<file path="src/rtl/spc700_ram_arbiter.sv">
// spc700_ram_arbiter: shares the audio RAM port between the CPU and the DSP, DSP first with a CPU starvation bound.
// Define SPC700_RAM_ARB_STATS_EN to enable the saturating conflict-cycle counter on stat_conflicts.
module spc700_ram_arbiter #(
    parameter int unsigned STARVE_LIMIT = 4
) (
    input  logic        clock,
    input  logic        reset_n,
    input  logic        cpu_req,
    input  logic        cpu_we,
    input  logic [15:0] cpu_addr,
    input  logic [7:0]  cpu_wdata,
    output logic        cpu_gnt,
    output logic        cpu_rvalid,
    output logic [7:0]  cpu_rdata,
    input  logic        dsp_req,
    input  logic        dsp_we,
    input  logic [15:0] dsp_addr,
    input  logic [7:0]  dsp_wdata,
    output logic        dsp_gnt,
    output logic        dsp_rvalid,
    output logic [7:0]  dsp_rdata,
    output logic [15:0] ram_address,
    output logic [7:0]  ram_wdata,
    output logic        ram_we,
    input  logic [7:0]  ram_rdata,
    output logic [15:0] stat_conflicts
);
    typedef enum logic [1:0] {ARB_IDLE, ARB_CPU, ARB_DSP} arb_state_t;
    localparam logic [3:0] LIMIT = 4'(STARVE_LIMIT);
    arb_state_t state;
    logic [3:0] starve;
    logic [15:0] addr_q;
    logic [7:0] wdata_q;
    logic cpu_turn;
    assign cpu_turn = starve == LIMIT;
    assign cpu_gnt = reset_n & cpu_req & (~dsp_req | cpu_turn);
    assign dsp_gnt = reset_n & dsp_req & ~cpu_gnt;
    // Address is combinational so the synchronous RAM returns data exactly one cycle after the grant.
    assign ram_address = cpu_gnt ? cpu_addr : dsp_gnt ? dsp_addr : addr_q;
    assign ram_wdata = cpu_gnt ? cpu_wdata : dsp_gnt ? dsp_wdata : wdata_q;
    assign ram_we = (cpu_gnt & cpu_we) | (dsp_gnt & dsp_we);
    assign cpu_rvalid = state == ARB_CPU;
    assign dsp_rvalid = state == ARB_DSP;
    assign cpu_rdata = cpu_rvalid ? ram_rdata : '0;
    assign dsp_rdata = dsp_rvalid ? ram_rdata : '0;
    always_ff @(posedge clock or negedge reset_n) begin
        if (!reset_n) begin
            state <= ARB_IDLE;
            starve <= '0;
            addr_q <= '0;
            wdata_q <= '0;
        end else begin
            state <= (cpu_gnt & ~cpu_we) ? ARB_CPU : (dsp_gnt & ~dsp_we) ? ARB_DSP : ARB_IDLE;
            starve <= (cpu_req & ~cpu_gnt) ? (cpu_turn ? starve : starve + 4'd1) : '0;
            addr_q <= ram_address;
            wdata_q <= ram_wdata;
        end
    end
`ifdef SPC700_RAM_ARB_STATS_EN
    logic [15:0] conflicts;
    always_ff @(posedge clock or negedge reset_n) begin
        if (!reset_n)
            conflicts <= '0;
        else if (cpu_req & dsp_req & ~&conflicts)
            conflicts <= conflicts + 16'd1;
    end
    assign stat_conflicts = conflicts;
`else
    assign stat_conflicts = '0;
`endif
endmodule

</file>
<file path="config.mk">
export PLATFORM = sky130hd
export DESIGN_NAME = spc700_ram_arbiter
export DESIGN_NICKNAME = d
export VERILOG_FILES = /design/src/rtl/spc700_ram_arbiter.sv
export SDC_FILE = /design/constraint.sdc
export NUM_CORES = 1
export LEC_CHECK = 0
export CORE_MARGIN = 2
export CORE_UTILIZATION = 39
export CTS_CLUSTER_SIZE = 25
export DETAILED_ROUTE_END_ITERATION = 12
export GPL_TIMING_DRIVEN = 0
export PLACE_DENSITY = 0.87
export SYNTH_ARGS = -nofsm -noshare
export SYNTH_HDL_FRONTEND = slang
export SYNTH_SLANG_ARGS = --single-unit
</file>
<file path="constraint.sdc">
create_clock -name clock -period 3.4 [get_ports clock]
set_clock_uncertainty 0.1 [all_clocks]
set_input_delay 0.85 -clock clock [delete_from_list [all_inputs] [get_ports clock]]
set_output_delay 0.85 -clock clock [all_outputs]
set_load 0.005 [all_outputs]
</file>
Yosys cells after proc, flatten, opt, wreduce, memory -nomap -nowiden
Cells that the tools add are included.
W data, S select, Z words.
- register bits after elaboration: 30
- input port bits: 62
- output and inout port bits: 61
- add/subtract/negate cells: 1
- eq/ne operators: 4
- multiplexer cells: 10
- bitwise gates (word level): 15
- operators with widths (cell ; number):
    $mux W16 ; 2
    $mux W8 ; 4
    $and A1 B1 Y1 ; 9
    $mux W4 ; 2
    $add A4 B1 Y4 const B ; 1
    $eq A4 B3 Y1 const B ; 1
    $mux W2 ; 2
    $not A1 Y1 ; 4
    $eq A2 B1 Y1 const B ; 1
    $eq A2 B2 Y1 const B ; 1
    $ne A2 B2 Y1 const B ; 1
    $or A1 B1 Y1 ; 2

Longest topological paths before layout
Gate-level depths: netlist of run 1.
- word-level depth: 8
- depth in mapped cells: 7

Worst setup path after synthesis of run 1
OpenSTA, ideal clock, no wires.
- kind: input to output
- start: input port dsp_req
- end: output port ram_address[10]
- arrival: 1799 ps
- required time: 2450 ps
- slack: 651 ps
- stages on the path: 4
- buffers on the path: 1
- path through: nand2_2 buf_2 mux2_2 mux2_4
- word-level cells in the longest chain between the ends: 7
- RTL lines (element ; RTL line ; source):
    start: declaration ; 15 ; input logic dsp_req,
    $not A1 Y1 ; 36 ; assign cpu_gnt = reset_n & cpu_req & (~dsp_req | cpu_turn);
    $or A1 B1 Y1 ; 36 ;
    $and A1 B1 Y1 ; 36 ;
    $not A1 Y1 ; 37 ; assign dsp_gnt = reset_n & dsp_req & ~cpu_gnt;
    $and A1 B1 Y1 ; 37 ;
    $mux W16 ; 39 ; assign ram_address = cpu_gnt ? cpu_addr : dsp_gnt ? dsp_addr : addr_q;
    $mux W16 * ; 39 ;
    end: declaration ; 22 ; output logic [15:0] ram_address,
Mark *: on every way between the ends. The rest lies on a longest branch, timed or not.

Final worst setup path of run 1
- start: input port dsp_req
- end: output port ram_address[0]
Same word-level chain as after synthesis.

==> metrics, run 1 <==
fraction of layout cells with a size suffix above 1 0.299; area fraction in compound gates after synthesis 0.0156; power per standard cell area 347 mW/mm2; total via count after detailed routing 1488; pin count of the biggest net entering global routing 34; FF+latch count, synth 30; routed len/inst 13.2 um; number of levels the H-tree was split into 2; count of final setup violators 0; Post-route DRC 0; status completed; Clock Latency Late Sink 0.27 ns; fillers 333; multiplexer share of the synthesized area 0.341; IO Count 123; max-cap violation count 0; maximum root-to-sink buffer count 2; Min Clock Period, post-route 3.35 ns; hold-fix buffer count after cts 0; post-DR vias/cell 4.51; largest vdd supply drop 0.261 mV; post-layout total power 0.00109 W; combined global-route utilization of all metal layers 0.172; sequential fraction of the synthesis area 0.408; commonest cells after routing, fill and taps aside 79 x sky130_fd_sc_hd__clkdlybuf4s50_1, 30 x sky130_fd_sc_hd__mux2_2, 30 x sky130_fd_sc_hd__dfrtp_1, 20 x sky130_fd_sc_hd__buf_4, 18 x sky130_fd_sc_hd__mux2_4; die area 0.00528 mm2; total iterations of the first detailed-routing run 4; hpwl dp 3430 um; fin. max-slew vios 0; number of cells produced by synthesis 146; type of element launching the critical path input pin; initial core utilization 0.414; final critical-path setup slack 0.0524 ns; number of global-route vias before repair 1516; count of buffers inserted at the top-level ports 106; standard cell area after detailed placement 0.00302 mm2; vertical extent of the die 72.7 um; area grow syn2layout 70.6%; commonest non-fill, non-tap cell in the layout sky130_fd_sc_hd__clkdlybuf4s50_1; maximum fanout along the worst path 4; number of placement rows 24; routability congestion estimate from global placement 0.726; crit share post-route 0.985; Hold/Removal Path Class input pin to asynchronous set/reset pin; CTS tree done; horizontal extent of the die 72.7 um; residual antenna-violating net count after detailed routing 0; sum of routed wire length over all layers 4370 um; Nets 342; wire length of the first global-routing pass 7000 um; Storage cell area 751 um2; average footprint of a synthesized cell 12.6 um2; Yosys Warn Count 0; largest family of logic cells by synthesized area multiplexers; clock transition at the registers of the reported paths 0.06 ns; Initial DRC Count 31; grt ovf 0; hold violation total from the final report 0; Required @ worst endpoint 2.45 ns; TritonCTS Sinks 30; area of all placed cells without fillers 0.00314 mm2; RSZ-0062 raised after global routing false; Core Area 0.00444 mm2; Synth Area in Adders 0.0136; clock root buffer sky130_fd_sc_hd__clkbuf_8; post-synthesis instance area 0.00184 mm2; combined area of the multi-input logic cells 943 um2; initial antenna violation count 0; diode insertion count for antenna repair 0; number of clock buffers inserted by TritonCTS 5; maximum clock frequency 299 MHz; synthesized-area fraction occupied by xor and xnor cells 0.00952; share of synthesized cell area in and, or, nand and nor gates 0.0972; type of the worst setup path input pin to output pin; endpoint type of the worst setup path output pin; crit path DAT 2.40 ns; Placement Setup Slack -0.636 ns; number of different library cells in the post-synthesis netlist 25; static leakage 1.54 nW
==> path summary, 6_finish.rpt <==
kind | from | to | slack (ns) | depth (start not counted)
setup / recovery | dsp_req | ram_address[0] | 0.05 | 6
hold / removal | reset_n | addr_q[10] | 0.33 | 1
setup reg to reg | starve[0] | addr_q[2] | 1.48 | 8
hold reg to reg | wdata_q[4] | wdata_q[4] | 0.52 | 2
max in group asynchronous | reset_n | state[0] | 2.66 | 1
min in group clock | wdata_q[4] | wdata_q[4] | 0.52 | 2
==> logic make-up after synthesis <==
group | after synthesis
adder cells (fa/ha/maj) | 2
AO/OA/AOI/OAI | 4
other | 1
buffers and inverters | 28
XOR/XNOR | 2
multiplexers | 50
AND/OR/NAND/NOR | 29
flip-flops | 30
==> per-stage QoR <==
stage | cells | hold slack [ns] | utilization | TNS (ns)
after detailed placement | 319 | 0.503 | 0.679 | -13.99
after floorplan | 161 | 0.454 | - | 0
final | 330 | 0.329 | 0.707 | 0
after CTS | 328 | 0.358 | 0.699 | 0
after global placement | 319 | 0.496 | 0.680 | -52.87
after global routing | 330 | 0.332 | 0.707 | 0
==> flip-flops by register name, indices dropped and copies added, names as in the netlist <==
register	count
starve	4
addr_q	16
wdata_q	8
state	2
==> cell usage after synthesis <==
cell	n	area [um2]
sky130_fd_sc_hd__dfrtp_1	30	751
sky130_fd_sc_hd__mux2_2	30	338
sky130_fd_sc_hd__mux2_4	18	270
sky130_fd_sc_hd__and2_1	16	100
sky130_fd_sc_hd__buf_4	16	120
sky130_fd_sc_hd__inv_1	5	18.8
sky130_fd_sc_hd__nor3_1	4	20.0
sky130_fd_sc_hd__nor2_1	3	11.3
sky130_fd_sc_hd__buf_12	2	40.0
sky130_fd_sc_hd__buf_2	2	10.0
sky130_fd_sc_hd__clkbuf_1	2	7.51
sky130_fd_sc_hd__ha_1	2	25.0
sky130_fd_sc_hd__mux2i_1	2	20.0
sky130_fd_sc_hd__nor2b_1	2	12.5
sky130_fd_sc_hd__xnor2_1	2	17.5
sky130_fd_sc_hd__a211oi_1	1	7.51
sky130_fd_sc_hd__a21o_1	1	7.51
sky130_fd_sc_hd__buf_6	1	11.3
sky130_fd_sc_hd__conb_1	1	3.75
sky130_fd_sc_hd__nand2_1	1	3.75
sky130_fd_sc_hd__nand2_2	1	6.26
sky130_fd_sc_hd__nand3_1	1	5.00
sky130_fd_sc_hd__nand3b_4	1	20.0
sky130_fd_sc_hd__o2111ai_1	1	8.76
sky130_fd_sc_hd__o21ai_0	1	5.00
==> worst max-delay path, stage by stage <==
cell and delay [ns]:
sky130_fd_sc_hd__dlygate4sd2_1 0.28, sky130_fd_sc_hd__nand2_4 0.11, sky130_fd_sc_hd__buf_4 0.13, sky130_fd_sc_hd__mux2_2 0.32
sky130_fd_sc_hd__mux2_2 0.27, sky130_fd_sc_hd__clkdlybuf4s50_1 0.44
==> power breakdown <==
group	total, W	switching [W]	internal [W]
registers	0.000432	0.0000184	0.000413
logic	0.000395	0.000128	0.000266
clock network	0.000263	0.000122	0.000141
==> timing repair <==
| item | CTS | global route |
|---|---|---|
| gates resized for setup | 27 | 16 |
| buffers inserted | 2 | 2 |
| setup endpoints to repair | 27 | 26 |
==> cell type report <==
| cell class | instances | share of cell area |
|---|---|---|
| plain buffers | 23 | 0.0641 |
| clock buffers | 7 | 0.0243 |
| inverters | 5 | 0.00598 |
| multi-input cells | 103 | 0.300 |
| flip-flops and latches | 30 | 0.239 |
| well taps | 52 | 0.0207 |
| repair buffers | 110 | 0.345 |
==> metal layers <==
layer / GRT usage / wire (um) / share of wire / vias to the layer above
met5: 0 / 0 / 0 / -
met1: 0.176 / 1520 / 0.35 / 663
li1: - / - / - / 726
met3: 0.0981 / 669 / 0.15 / 5
met2: 0.300 / 2130 / 0.49 / 94
met4: 0.0453 / 43 / 0.0098 / 0
(Power assumes the default switching activity.)
==> inputs of run 2 (changes only) <==
--- a/config.mk
+++ b/config.mk
@@ -6,11 +6,11 @@
 export NUM_CORES = 1
 export LEC_CHECK = 0
 export CORE_MARGIN = 2
-export CORE_UTILIZATION = 39
+export CORE_UTILIZATION = 36
 export CTS_CLUSTER_SIZE = 25
 export DETAILED_ROUTE_END_ITERATION = 12
 export GPL_TIMING_DRIVEN = 0
-export PLACE_DENSITY = 0.87
+export PLACE_DENSITY = 0.81
 export SYNTH_ARGS = -nofsm -noshare
 export SYNTH_HDL_FRONTEND = slang
 export SYNTH_SLANG_ARGS = --single-unit
==> constraint.sdc (replaced) <==
create_clock -name clock -period 3.5 [get_ports clock]
set_clock_uncertainty 0.1 [all_clocks]
set_input_delay 0.875 -clock clock [delete_from_list [all_inputs] [get_ports clock]]
set_output_delay 0.875 -clock clock [all_outputs]
set_load 0.005 [all_outputs]
==> run 2 against run 1 <==
Critical path depth stayed put. Sequential power is 3% lower. Combinational power is 3% lower. First-iteration DRC count is 26% lower. Critical endpoint is now ram_address[15]. Worst hold slack better by 0.0079 ns. Die area is 7.9% higher. Clock power is 8.4% higher. Clock-buffer cell count stayed put. Global-route usage is 1.4 points lower. Core utilization is 7.5 points lower. Sequential share of layout area is 0.17 points lower. Cell count is 5.5% higher.
==> metrics, run 2 (same netlist as run 1, synthesis figures left out) <==
fillers 441 (was 333); post-layout total power 0.00109 W (about the same); max-cap violation count 0 (unchanged); type of element launching the critical path input pin (unchanged); met2 capacity usage during global routing 0.283 (was 0.300); maximum clock frequency 291 MHz; cell family with most CP delay buffers and inverters (unchanged); standard cell area after detailed placement 0.00304 mm2 (was 0.00302 mm2); cell with the largest stage delay on the worst path sky130_fd_sc_hd__clkdlybuf4s50_1 (unchanged); grt ovf 0 (unchanged); routability congestion estimate from global placement 0.694 (was 0.726); number of clock buffers inserted by TritonCTS 5 (unchanged); fraction of layout cells with a size suffix above 1 0.295 (was 0.299); Core Area 0.00501 mm2 (was 0.00444 mm2); number of levels the H-tree was split into 2 (unchanged); Top Usage Layer GRT met2 (unchanged); Post-route DRC 0 (unchanged); hpwl dp 3490 um (was 3430 um); area of all placed cells without fillers 0.00316 mm2 (was 0.00314 mm2); commonest cells after routing, fill and taps aside 84 x sky130_fd_sc_hd__clkdlybuf4s50_1, 30 x sky130_fd_sc_hd__mux2_2, 30 x sky130_fd_sc_hd__dfrtp_1, 20 x sky130_fd_sc_hd__dlygate4sd2_1, 19 x sky130_fd_sc_hd__buf_4 (was 79 x sky130_fd_sc_hd__clkdlybuf4s50_1, 30 x sky130_fd_sc_hd__mux2_2, 30 x sky130_fd_sc_hd__dfrtp_1, 20 x sky130_fd_sc_hd__buf_4, 18 x sky130_fd_sc_hd__mux2_4); Storage cell area 751 um2 (unchanged); met3 usage 0.0939 (was 0.0981); crit path DAT 2.47 ns (was 2.40 ns); sum of routed wire length over all layers 4350 um (was 4370 um); type of the worst setup path input pin to output pin (unchanged); IO Count 123 (unchanged); flip-flop count of the largest register, all copies and words added 16 (unchanged); registers with the most flip-flops addr_q: 16 flops, wdata_q: 8 flops, starve: 4 flops (unchanged); power per standard cell area 344 mW/mm2 (was 347 mW/mm2); critical path's most frequent cell sky130_fd_sc_hd__clkdlybuf4s50_1 (was sky130_fd_sc_hd__mux2_2); hold-fix buffer count after cts 0 (unchanged); TritonCTS Sinks 30 (unchanged); Nets 341 (was 342); residual antenna-violating net count after detailed routing 0 (unchanged); RR Startpoint starve[0] (unchanged); Min Clock Period, post-route 3.44 ns; clock root buffer sky130_fd_sc_hd__clkbuf_8 (unchanged); diode insertion count for antenna repair 0 (unchanged); combined area of the multi-input logic cells 943 um2 (unchanged); status completed (unchanged); largest incremental delay on the critical path 0.48 ns (was 0.44 ns); pin count of the biggest net entering global routing 34 (unchanged); crit share post-route 0.983; fin. max-slew vios 0 (unchanged); post-DR vias/cell 4.26 (was 4.51); count of final setup violators 0 (unchanged); wire length of the first global-routing pass 6600 um (was 7000 um); CTS tree done (unchanged); number of global-route vias before repair 1456 (was 1516); clock transition at the registers of the reported paths 0.07 ns (was 0.06 ns); final cell count without fillers 348 (was 330); routed len/inst 12.5 um (was 13.2 um); area grow syn2layout 71.9% (was 70.6%); met1 routing resource usage after global routing 0.150 (was 0.176); Top reg by flops addr_q (unchanged); slack of the worst reg-to-reg path 1.64 ns (was 1.48 ns); die area 0.00570 mm2 (was 0.00528 mm2); capture instance of the worst register-to-register path addr_q[6] (was addr_q[2]); Required @ worst endpoint 2.52 ns (was 2.45 ns); static leakage 1.51 nW (was 1.54 nW); largest vdd supply drop 0.295 mV (was 0.261 mV); hold violation total from the final report 0 (unchanged); maximum fanout along the worst path 9 (was 4); worst-path cell chain clkdlybuf4s50_1, nand2_1, a21o_1, buf_6, mux2_2, clkdlybuf4s50_1 (was dlygate4sd2_1, nand2_4, buf_4, mux2_2, mux2_2, clkdlybuf4s50_1); initial core utilization 0.367 (was 0.414); R2R cell count 7 (was 8); combined global-route utilization of all metal layers 0.157 (was 0.172); Hold/Removal Path Class input pin to asynchronous set/reset pin (unchanged); horizontal extent of the die 75.5 um (was 72.7 um); commonest non-fill, non-tap cell in the layout sky130_fd_sc_hd__clkdlybuf4s50_1 (unchanged); number of placement rows 26 (was 24); count of buffers inserted at the top-level ports 106 (unchanged); maximum root-to-sink buffer count 2 (unchanged); total via count after detailed routing 1482 (was 1488); placed instance count 337 (was 319); initial antenna violation count 0 (unchanged); vertical extent of the die 75.5 um (was 72.7 um); RSZ-0062 raised after global routing false (unchanged); endpoint type of the worst setup path output pin (unchanged); total iterations of the first detailed-routing run 4 (unchanged); CP bufs+invs 3 (unchanged); Initial DRC Count 23 (was 31); Clock Latency Late Sink 0.27 ns (about the same)
[run 2: cell count changes in the layout (fill, tap and decap cells not counted), moves of 2 or more]
cell	previous run	this run
sky130_fd_sc_hd__dlygate4sd2_1	13	20
sky130_fd_sc_hd__clkdlybuf4s15_1	5	0
sky130_fd_sc_hd__clkdlybuf4s50_1	79	84
sky130_fd_sc_hd__dlymetal6s2s_1	6	1
sky130_fd_sc_hd__clkbuf_2	2	0
[run 2: power by group]
group / switching [W] / internal [W]
Sequential: 0.0000172 / 0.000401
Combinational: 0.000123 / 0.000260
Clock: 0.000127 / 0.000158
[run 2: routing by layer]
layer	vias to the layer above	routed length (um)	share of wire
met2	96	2090	0.48
met5	-	0	0
met1	652	1560	0.36
li1	729	-	-
met3	5	650	0.15
met4	0	48	0.011
[run 2: worst register-to-register path, delay by kind of cell (launching register included)]
family | cells | cell delay [ns]
fa+ha+maj | 1 | 0.21
buf+inv | 3 | 0.38
compound gates | 1 | 0.21
mux | 1 | 0.31
simple gates | 1 | 0.13
flops | 1 | 0.42
[run 2: area by class of cell]
class / instances / share of cell area
Inverter: 5 / 0.00593
Sequential cell: 30 / 0.237
Buffer: 23 / 0.0649
Timing Repair Buffer: 109 / 0.337
Tap cell: 70 / 0.0277
Clock buffer: 7 / 0.0273
Multi-Input combinational cell: 103 / 0.298
Clock inverter: 1 / 0.00158
[run 2: worst max-delay path by stage]
stage / slack (ns) / start / cells after the start / endpoint
after floorplan: 0.70 / dsp_req / 4 / ram_address[10]
after global placement: -1.68 / reset_n / 6 / ram_wdata[0]
after detailed placement: -0.60 / reset_n / 6 / ram_wdata[5]
after CTS: 0.03 / cpu_req / 6 / ram_address[2]
after global routing: 0.008 / cpu_req / 6 / ram_address[15]
final: 0.06 / cpu_req / 6 / ram_address[15]
[run 2: what timing repair did]
action	CTS	global route
resized for setup	28	2
buffers inserted	3	0
setup endpoints to repair	27	1
[run 2: metrics by stage]
step           hold WS (ns)  utilization  TNS, ns  setup slack, ns
2_1_floorplan         0.465            -        0            0.701
3_3_place_gp          0.499        0.608   -51.06            -1.68
3_5_place_dp          0.498        0.607   -12.97           -0.602
4_1_cts               0.367        0.630        0           0.0319
5_1_grt               0.345        0.631        0          0.00754
6_report              0.337        0.631        0           0.0583
==> inputs of run 3 (changes only) <==
--- a/config.mk
+++ b/config.mk
@@ -11,6 +11,7 @@
 export DETAILED_ROUTE_END_ITERATION = 12
 export GPL_TIMING_DRIVEN = 0
 export PLACE_DENSITY = 0.81
+export SLEW_MARGIN = 40
 export SYNTH_ARGS = -nofsm -noshare
 export SYNTH_HDL_FRONTEND = slang
 export SYNTH_SLANG_ARGS = --single-unit
==> run 3 against run 2 <==
Core utilization about the same. Sequential power hardly changed. Die area unchanged. Design area barely moved. Fmax about the same.
==> metrics, run 3 (same netlist as run 1, synthesis figures left out) <==
status completed (unchanged); count of final setup violators 0 (unchanged); maximum clock frequency 290 MHz (was 291 MHz); vertical extent of the die 75.5 um (unchanged); grt ovf 0 (unchanged); R2R cell count 7 (unchanged); static leakage 1.51 nW (about the same); commonest cells after routing, fill and taps aside 84 x sky130_fd_sc_hd__clkdlybuf4s50_1, 30 x sky130_fd_sc_hd__mux2_2, 30 x sky130_fd_sc_hd__dfrtp_1, 20 x sky130_fd_sc_hd__dlygate4sd2_1, 19 x sky130_fd_sc_hd__buf_4 (unchanged); total iterations of the first detailed-routing run 3 (was 4); number of global-route vias before repair 1404 (was 1456); Storage cell area 751 um2 (unchanged); number of clock buffers inserted by TritonCTS 5 (unchanged); routed len/inst 12.4 um (was 12.5 um); post-layout total power 0.00106 W (was 0.00109 W); routability congestion estimate from global placement 0.694 (unchanged); crit share post-route 0.984 (was 0.983); horizontal extent of the die 75.5 um (unchanged); fin. max-slew vios 0 (unchanged); Clock Latency Late Sink 0.27 ns (about the same); maximum fanout along the worst path 9 (unchanged); RR Startpoint starve[0] (unchanged); initial antenna violation count 0 (unchanged); crit path DAT 2.47 ns (about the same); combined global-route utilization of all metal layers 0.152 (was 0.157); endpoint type of the worst setup path output pin (unchanged); area grow syn2layout 71.9% (about the same); power per standard cell area 336 mW/mm2 (was 344 mW/mm2); TritonCTS Sinks 30 (unchanged); largest vdd supply drop 0.260 mV (was 0.295 mV); initial core utilization 0.367 (unchanged); residual antenna-violating net count after detailed routing 0 (unchanged); CTS tree done (unchanged); pin count of the biggest net entering global routing 20 (was 34); total via count after detailed routing 1510 (was 1482); final cell count without fillers 347 (was 348); slack of the worst reg-to-reg path 1.63 ns (was 1.64 ns); accumulated negative setup slack 0 ns (unchanged); clock root buffer sky130_fd_sc_hd__clkbuf_8 (unchanged); hpwl dp 3450 um (was 3490 um); capture instance of the worst register-to-register path addr_q[6] (unchanged); Critical Path Source cpu_req (unchanged); Hold/Removal Path Class input pin to asynchronous set/reset pin (unchanged); Min Hold Slack 0.355 ns (was 0.337 ns); registers with the most flip-flops addr_q: 16 flops, wdata_q: 8 flops, starve: 4 flops (unchanged); Required @ worst endpoint 2.52 ns (about the same); combined area of the multi-input logic cells 943 um2 (unchanged); Nets 341 (unchanged); RSZ-0062 raised after global routing false (unchanged); sum of routed wire length over all layers 4310 um (was 4350 um); wire length of the first global-routing pass 6380 um (was 6600 um); placed instance count 338 (was 337); number of placement rows 26 (unchanged); number of levels the H-tree was split into 2 (unchanged); hold violation total from the final report 0 (unchanged); die area 0.00570 mm2 (unchanged); Min Clock Period, post-route 3.44 ns (about the same); Core Area 0.00501 mm2 (unchanged); fillers 430 (was 441); type of the worst setup path input pin to output pin (unchanged); clock transition at the registers of the reported paths 0.06 ns (was 0.07 ns); Top reg by flops addr_q (unchanged); post-DR vias/cell 4.35 (was 4.26); Initial DRC Count 21 (was 23); type of element launching the critical path input pin (unchanged); fraction of layout cells with a size suffix above 1 0.289 (was 0.295); flip-flop count of the largest register, all copies and words added 16 (unchanged); share of the core filled with cells in the final layout 0.632 (was 0.631); max-cap violation count 0 (unchanged); count of buffers inserted at the top-level ports 106 (unchanged); Post-route DRC 0 (unchanged); IO Count 123 (unchanged); commonest non-fill, non-tap cell in the layout sky130_fd_sc_hd__clkdlybuf4s50_1 (unchanged); maximum root-to-sink buffer count 2 (unchanged); diode insertion count for antenna repair 0 (unchanged)
-- run 3: through the flow --
stage               instance area, um2  setup slack [ns]
floorplan                         1900             0.701
global placement                  3050             -1.68
detailed placement                3070            -0.402
CTS                               3160            0.0489
global route                      3160            0.0133
finish                            3160            0.0562
-- run 3: how the worst max path moves through the flow --
stage / to / slack (ns)
final: ram_address[15] / 0.06
after global routing: ram_address[1] / 0.01
after CTS: ram_address[2] / 0.05
after detailed placement: ram_wdata[5] / -0.40
after global placement: ram_wdata[0] / -1.68
after floorplan: ram_address[10] / 0.70
-- run 3: worst max-delay path: stages --
cell                              delay, ns
sky130_fd_sc_hd__clkdlybuf4s50_1       0.48
sky130_fd_sc_hd__nand2_1               0.06
sky130_fd_sc_hd__a21o_1                0.17
sky130_fd_sc_hd__buf_6                 0.15
sky130_fd_sc_hd__mux2_2                0.29
sky130_fd_sc_hd__clkdlybuf4s50_1       0.45
-- run 3: layout make-up --
type                       instances  share of cell area
tap                               70              0.0277
multi-input combinational        103               0.298
sequential                        30               0.237
timing repair buffer             109               0.341
clock buffer                       7              0.0241
buffer                            23              0.0660
inverter                           5             0.00593
-- run 3: repair_timing --
item | 4_1_cts | 5_1_grt
hold buffers | 0 | 0
gates resized for setup | 28 | 1
buffers inserted | 2 | 0
setup endpoints to repair | 25 | 1
pin swaps | 1 | 0
-- run 3: metal layers --
layer / part of all wire / routed length (um) / vias up / GRT usage
met5: 0 / 0 / - / 0
met4: 0.014 / 61 / 0 / 0.0585
met3: 0.16 / 697 / 6 / 0.0886
met2: 0.48 / 2070 / 95 / 0.260
met1: 0.35 / 1490 / 674 / 0.151
li1: - / - / 735 / -
-- run 3: power breakdown --
part	total, W	switching (W)	internal [W]
combinational	0.000387	0.000124	0.000262
sequential	0.000419	0.0000180	0.000401
clock	0.000257	0.000120	0.000137
total	0.00106	0.000262	0.000800
